File: src/rtl/mult_pipe.sv
// Five-stage pipelined RV32M multiplier (MUL/MULH/MULHSU/MULHU) with flush,
// RAW-hazard detection against in-flight destinations, and a busy flag.
module mult_pipe (
    input  logic        clk_i,
    input  logic        rsn_i,
    input  logic        mul_valid_i,
    input  logic [2:0]  mul_funct3_i,
    input  logic [31:0] mul_op_a_i,
    input  logic [31:0] mul_op_b_i,
    input  logic [4:0]  mul_write_addr_i,
    input  logic [31:0] mul_instruction_i,
    input  logic [31:0] mul_pc_i,
    input  logic        flush_i,
    input  logic [4:0]  hz_rs1_i,
    input  logic [4:0]  hz_rs2_i,
    output logic [31:0] mult5_int_write_data_o,
    output logic [4:0]  mult5_write_addr_o,
    output logic        mult5_int_write_enable_o,
    output logic [31:0] mult5_instruction_o,
    output logic [31:0] mult5_pc_o,
    output logic        mult_hazard_o,
    output logic        mult_busy_o
);

    localparam logic [2:0] F3Mulh   = 3'b001;
    localparam logic [2:0] F3Mulhsu = 3'b010;
    localparam logic [2:0] F3Mulhu  = 3'b011;

    // Sideband state per stage.
    logic        m1_valid_q, m2_valid_q, m3_valid_q, m4_valid_q, m5_valid_q;
    logic [4:0]  m1_rd_q, m2_rd_q, m3_rd_q, m4_rd_q, m5_rd_q;
    logic [31:0] m1_instr_q, m2_instr_q, m3_instr_q, m4_instr_q, m5_instr_q;
    logic [31:0] m1_pc_q, m2_pc_q, m3_pc_q, m4_pc_q, m5_pc_q;
    logic [2:0]  m1_f3_q, m2_f3_q, m3_f3_q, m4_f3_q;

    // Arithmetic state per stage.
    logic [32:0] m1_a_q, m1_b_q;
    logic [33:0] m2_ll_q, m2_lh_q, m2_hl_q, m2_hh_q;
    logic [33:0] m3_ll_q, m3_hh_q;
    logic [34:0] m3_cross_q;
    logic [63:0] m4_prod_q;
    logic [31:0] m5_data_q;

    logic        a_signed, b_signed;
    logic [32:0] a_ext, b_ext;

    always_comb begin
        a_signed = (mul_funct3_i == F3Mulh) || (mul_funct3_i == F3Mulhsu);
        b_signed = (mul_funct3_i == F3Mulh);
        a_ext    = {a_signed & mul_op_a_i[31], mul_op_a_i};
        b_ext    = {b_signed & mul_op_b_i[31], mul_op_b_i};
    end

    // 33x33 split into 17-bit halves; low halves are unsigned, high halves carry the sign.
    // Operands are pre-extended to 34 bits so a plain 34-bit product is exact two's complement.
    logic [33:0] al_x, ah_x, bl_x, bh_x;

    always_comb begin
        al_x = {18'b0, m1_a_q[15:0]};
        bl_x = {18'b0, m1_b_q[15:0]};
        ah_x = {{17{m1_a_q[32]}}, m1_a_q[32:16]};
        bh_x = {{17{m1_b_q[32]}}, m1_b_q[32:16]};
    end

    logic [63:0] ll_x, cross_x, hh_x, prod_sum;

    always_comb begin
        ll_x     = {{30{m3_ll_q[33]}}, m3_ll_q};
        cross_x  = {{29{m3_cross_q[34]}}, m3_cross_q} << 16;
        hh_x     = {{30{m3_hh_q[33]}}, m3_hh_q} << 32;
        prod_sum = hh_x + cross_x + ll_x;
    end

    logic m4_is_high;

    always_comb begin
        m4_is_high = (m4_f3_q == F3Mulh) || (m4_f3_q == F3Mulhsu) || (m4_f3_q == F3Mulhu);
    end

    // M1: capture from issue.
    always_ff @(posedge clk_i or posedge rsn_i) begin
        if (rsn_i) begin
            m1_valid_q <= 1'b0;
            m1_rd_q    <= '0;
            m1_instr_q <= '0;
            m1_pc_q    <= '0;
            m1_f3_q    <= '0;
            m1_a_q     <= '0;
            m1_b_q     <= '0;
        end else begin
            m1_valid_q <= mul_valid_i && !flush_i;
            if (mul_valid_i && !flush_i) begin
                m1_rd_q    <= mul_write_addr_i;
                m1_instr_q <= mul_instruction_i;
                m1_pc_q    <= mul_pc_i;
                m1_f3_q    <= mul_funct3_i;
                m1_a_q     <= a_ext;
                m1_b_q     <= b_ext;
            end
        end
    end

    // M2: four partial products.
    always_ff @(posedge clk_i or posedge rsn_i) begin
        if (rsn_i) begin
            m2_valid_q <= 1'b0;
            m2_rd_q    <= '0;
            m2_instr_q <= '0;
            m2_pc_q    <= '0;
            m2_f3_q    <= '0;
            m2_ll_q    <= '0;
            m2_lh_q    <= '0;
            m2_hl_q    <= '0;
            m2_hh_q    <= '0;
        end else begin
            m2_valid_q <= m1_valid_q && !flush_i;
            m2_rd_q    <= m1_rd_q;
            m2_instr_q <= m1_instr_q;
            m2_pc_q    <= m1_pc_q;
            m2_f3_q    <= m1_f3_q;
            m2_ll_q    <= al_x * bl_x;
            m2_lh_q    <= al_x * bh_x;
            m2_hl_q    <= ah_x * bl_x;
            m2_hh_q    <= ah_x * bh_x;
        end
    end

    // M3: merge the two cross terms.
    always_ff @(posedge clk_i or posedge rsn_i) begin
        if (rsn_i) begin
            m3_valid_q <= 1'b0;
            m3_rd_q    <= '0;
            m3_instr_q <= '0;
            m3_pc_q    <= '0;
            m3_f3_q    <= '0;
            m3_ll_q    <= '0;
            m3_hh_q    <= '0;
            m3_cross_q <= '0;
        end else begin
            m3_valid_q <= m2_valid_q && !flush_i;
            m3_rd_q    <= m2_rd_q;
            m3_instr_q <= m2_instr_q;
            m3_pc_q    <= m2_pc_q;
            m3_f3_q    <= m2_f3_q;
            m3_ll_q    <= m2_ll_q;
            m3_hh_q    <= m2_hh_q;
            m3_cross_q <= {m2_lh_q[33], m2_lh_q} + {m2_hl_q[33], m2_hl_q};
        end
    end

    // M4: full 64-bit product.
    always_ff @(posedge clk_i or posedge rsn_i) begin
        if (rsn_i) begin
            m4_valid_q <= 1'b0;
            m4_rd_q    <= '0;
            m4_instr_q <= '0;
            m4_pc_q    <= '0;
            m4_f3_q    <= '0;
            m4_prod_q  <= '0;
        end else begin
            m4_valid_q <= m3_valid_q && !flush_i;
            m4_rd_q    <= m3_rd_q;
            m4_instr_q <= m3_instr_q;
            m4_pc_q    <= m3_pc_q;
            m4_f3_q    <= m3_f3_q;
            m4_prod_q  <= prod_sum;
        end
    end

    // M5: result select; payload only updates for a live entry so it holds otherwise.
    always_ff @(posedge clk_i or posedge rsn_i) begin
        if (rsn_i) begin
            m5_valid_q <= 1'b0;
            m5_rd_q    <= '0;
            m5_instr_q <= '0;
            m5_pc_q    <= '0;
            m5_data_q  <= '0;
        end else begin
            m5_valid_q <= m4_valid_q && !flush_i;
            if (m4_valid_q && !flush_i) begin
                m5_rd_q    <= m4_rd_q;
                m5_instr_q <= m4_instr_q;
                m5_pc_q    <= m4_pc_q;
                m5_data_q  <= m4_is_high ? m4_prod_q[63:32] : m4_prod_q[31:0];
            end
        end
    end

    function automatic logic stage_hit(input logic v, input logic [4:0] rd,
                                       input logic [4:0] rs1, input logic [4:0] rs2);
        return v && (rd != 5'd0) && ((rd == rs1) || (rd == rs2));
    endfunction

    always_comb begin
        mult_hazard_o = stage_hit(m1_valid_q, m1_rd_q, hz_rs1_i, hz_rs2_i) ||
                        stage_hit(m2_valid_q, m2_rd_q, hz_rs1_i, hz_rs2_i) ||
                        stage_hit(m3_valid_q, m3_rd_q, hz_rs1_i, hz_rs2_i) ||
                        stage_hit(m4_valid_q, m4_rd_q, hz_rs1_i, hz_rs2_i) ||
                        stage_hit(m5_valid_q, m5_rd_q, hz_rs1_i, hz_rs2_i);
        mult_busy_o   = m1_valid_q || m2_valid_q || m3_valid_q || m4_valid_q || m5_valid_q;
    end

    assign mult5_int_write_data_o   = m5_data_q;
    assign mult5_write_addr_o       = m5_rd_q;
    assign mult5_int_write_enable_o = m5_valid_q && (m5_rd_q != 5'd0);
    assign mult5_instruction_o      = m5_instr_q;
    assign mult5_pc_o               = m5_pc_q;

endmodule

File: config.mk
export PLATFORM = sky130hd
export DESIGN_NAME = mult_pipe
export DESIGN_NICKNAME = d
export VERILOG_FILES = /design/src/rtl/mult_pipe.sv
export SDC_FILE = /design/constraint.sdc
export NUM_CORES = 2
export LEC_CHECK = 0
export CAP_MARGIN = 20
export CORE_ASPECT_RATIO = 1.25
export CORE_MARGIN = 2
export CORE_UTILIZATION = 60
export DETAILED_ROUTE_END_ITERATION = 16
export DONT_BUFFER_PORTS = 1
export PLACE_DENSITY_LB_ADDON = 0.15
export SYNTH_ARGS = -nofsm -noshare
export SYNTH_HDL_FRONTEND = slang
export SYNTH_SLANG_ARGS = --single-unit
File: constraint.sdc
create_clock -name clk_i -period 25.7 [get_ports clk_i]
set_clock_uncertainty 0.15 [all_clocks]
set_input_delay 3.855 -clock clk_i [delete_from_list [all_inputs] [get_ports clk_i]]
set_output_delay 3.855 -clock clk_i [all_outputs]
set_load 0.005 [all_outputs]
==> impl_metrics.ini <==
[outcome]
status = finished clean

[drt]
drcViolationCount = 0
drt-pass1-iter-count = 6
finalWirelength_um = 151000
ant_nets = 0
viasPerCell = 5.51
dr_total_vias = 41900
post_drt_wl_per_cell_um = 19.8
drtIter0Drc = 2570

[timing]
tns_ps = 0
relSlewSlack = 0.324
setup_viol = 0
period_minus_slack_ps = 8860
rsz0062_at_grt = false
finalMaxSlewViolations = 0
max_freq_mhz = 113
worst-slew-pin-transition_ps = 1010
period_share = 0.345
setup_slack_ps = 16840
final-hold-violation-count = 0

[layout]
fillers = 8623
area_growth_syn_to_layout_pct = 6.52
num-nets-final = 7687
layout-drive-gt1-share = 0.0725
final_area_um2 = 69800

[yosys]
ys_seq_elements = 755
synth_common_cells = 1164 x inv_1, 966 x fa_1, 755 x dfrtp_1, 607 x nand2_1, 534 x and2_1
avgSynthCellArea_um2 = 10.6
synthesis.nets = 7781
synth_enable_flop_cells = 0
syn_area_um2 = 65500
synth_cell_types = 77
ys_seq_area_frac = 0.288
synth_area_leaders = fa_1 30%, dfrtp_1 29%, ha_1 9.2%, inv_1 6.7%, and2_1 5.1%
synth-async-reset-ratio = 1.00
synth_most_common_cell = inv_1
synth_largest_area_cell = fa_1
ys.flop_type = dfrtp_1
syn_inst = 6183
yosysWarnings = 0
synth_top_area_frac = 0.295

[job]
cap_violations = 0

[setup_path]
path_class = in2out
reg2reg_depth = 21
startpoint = hz_rs1_i[4]
cpPeakStageDelay_ps = 320
critPathCaptureType = output port
cp.required_ps = 21690
r2r_start = m1_a_q[22]$_DFFE_PP0P_
path_buf_inv = 0
start_kind = primary input
arrival_ps = 4850
path_max_fanout = 5
critPathTopFamily = simple AND/OR/NAND/NOR gates
path_cells = xnor2_1, nand3_1, nor3_1, a31oi_1, nor2_1, a21oi_1, nand4_1
crit_slowest_cell = nor3_1
path_depth = 7

[floorplan]
coreArea_um2 = 108000
die_y_um = 373
dieArea_um2 = 112000
io_pins = 254
initial_core_util = 0.605
fp-row-count = 135
chipWidth_um = 300

[clock_network]
path_clk_slew_ps = 60
clockBufferDepth = 3
clkSinkCount = 755
postCtsSetupRepairBufs = 0
cts_inserted_buffers = 77
htree_levels = 3
clock_latency_ps = 690
postCtsHoldBufs = 0
ctsResizeCount = 0
root_buffer = clkbuf_16
cts_tree = done

[grt]
track_usage = 0.281
grt_first_pass_wirelength_um = 244000
grt_pass1_vias = 43800
grt_max_degree = 178
grt-ovfl-total = 0
antenna_found_initial = 4

[place]
dpl_cell_area_um2 = 67000
dp_slack_ps = 16820
io_buffers = 0
hpwl_um = 113000
gp_congestion = 0.885

[hold_path]
holdCritStartpoint = m2_ll_q[7]$_DFF_PP0_
min_path_cells = 0
hold_class = reg2reg
-- layout by cell type, fill, tap and decap left out, types with 67 or more instances in the layout --
master     instances
dfrtp_1          748
a21oi_1          189
clkbuf_16         78
a21o_1            67
ha_1             482
nand2_1          607
mux2_2           205
xnor2_1          184
nor2_1           158
inv_1           1163
buf_4             78
o21ai_0           67
and2_1           534
fa_1             966
-- routing by layer --
| metal | global-route usage | part of all wire |
|---|---|---|
| met5 | 0 | 0.00023 |
| met2 | 0.453 | 0.48 |
| met4 | 0.131 | 0.049 |
| met3 | 0.0417 | 0.062 |
| met1 | 0.376 | 0.41 |
-- sequential cells by signal, indices dropped and copies added (netlist names), 33 cells and up --
register    count
m1_b_q         33
m2_lh_q        34
m4_prod_q      64
m1_a_q         33
m3_cross_q     35
m2_hl_q        34
-- final cells by class --
cell class | instances | area (um2) | area share
well taps | 1438 | 1800 | 0.0258
flip-flops and latches | 755 | 18900 | 0.271
diodes | 3 | 7.51 | 0.000108
clock buffers | 105 | 2230 | 0.0320
inverters | 1164 | 4380 | 0.0627
multi-input cells | 4012 | 41300 | 0.592
repair buffers | 79 | 606 | 0.00868
clock inverters | 34 | 532 | 0.00762
-- worst paths after layout --
check	slack (ps)	to
max in group asynchronous	20030	m1_b_q[6]$_DFFE_PP0P_
hold reg to reg	170	m3_ll_q[7]$_DFF_PP0_
setup / recovery	16840	mult_hazard_o
setup reg to reg	18280	m2_hh_q[30]$_DFF_PP0_
min in group asynchronous	3060	m1_pc_q[16]$_DFFE_PP0P_
hold / removal	170	m3_ll_q[7]$_DFF_PP0_
-- stage by stage --
step | hold WS (ps) | util | cells
after global placement | 181 | 0.619 | 7448
after detailed placement | 185 | 0.619 | 7448
after CTS | 171 | 0.645 | 7587
after floorplan | 181 | - | 6183
final | 169 | 0.645 | 7590
after global routing | 195 | 0.645 | 7589
-- cell families (layout without fill, tap and decap cells) --
family,Yosys count,count (layout),synth area share
AND/OR/NAND/NOR,1528,1528,0.116
XOR/XNOR,242,242,0.0323
buffers and inverters,1416,1382,0.0811
AO/OA/AOI/OAI,553,553,0.0545
adder cells (fa/ha/maj),1448,1448,0.387
flip-flops,755,755,0.288
multiplexers,241,241,0.0407
other,0,3,0
Power is left out: the tool's default activity adds up to more than one toggle a clock period on the data nets, which glitch-free logic cannot reach.
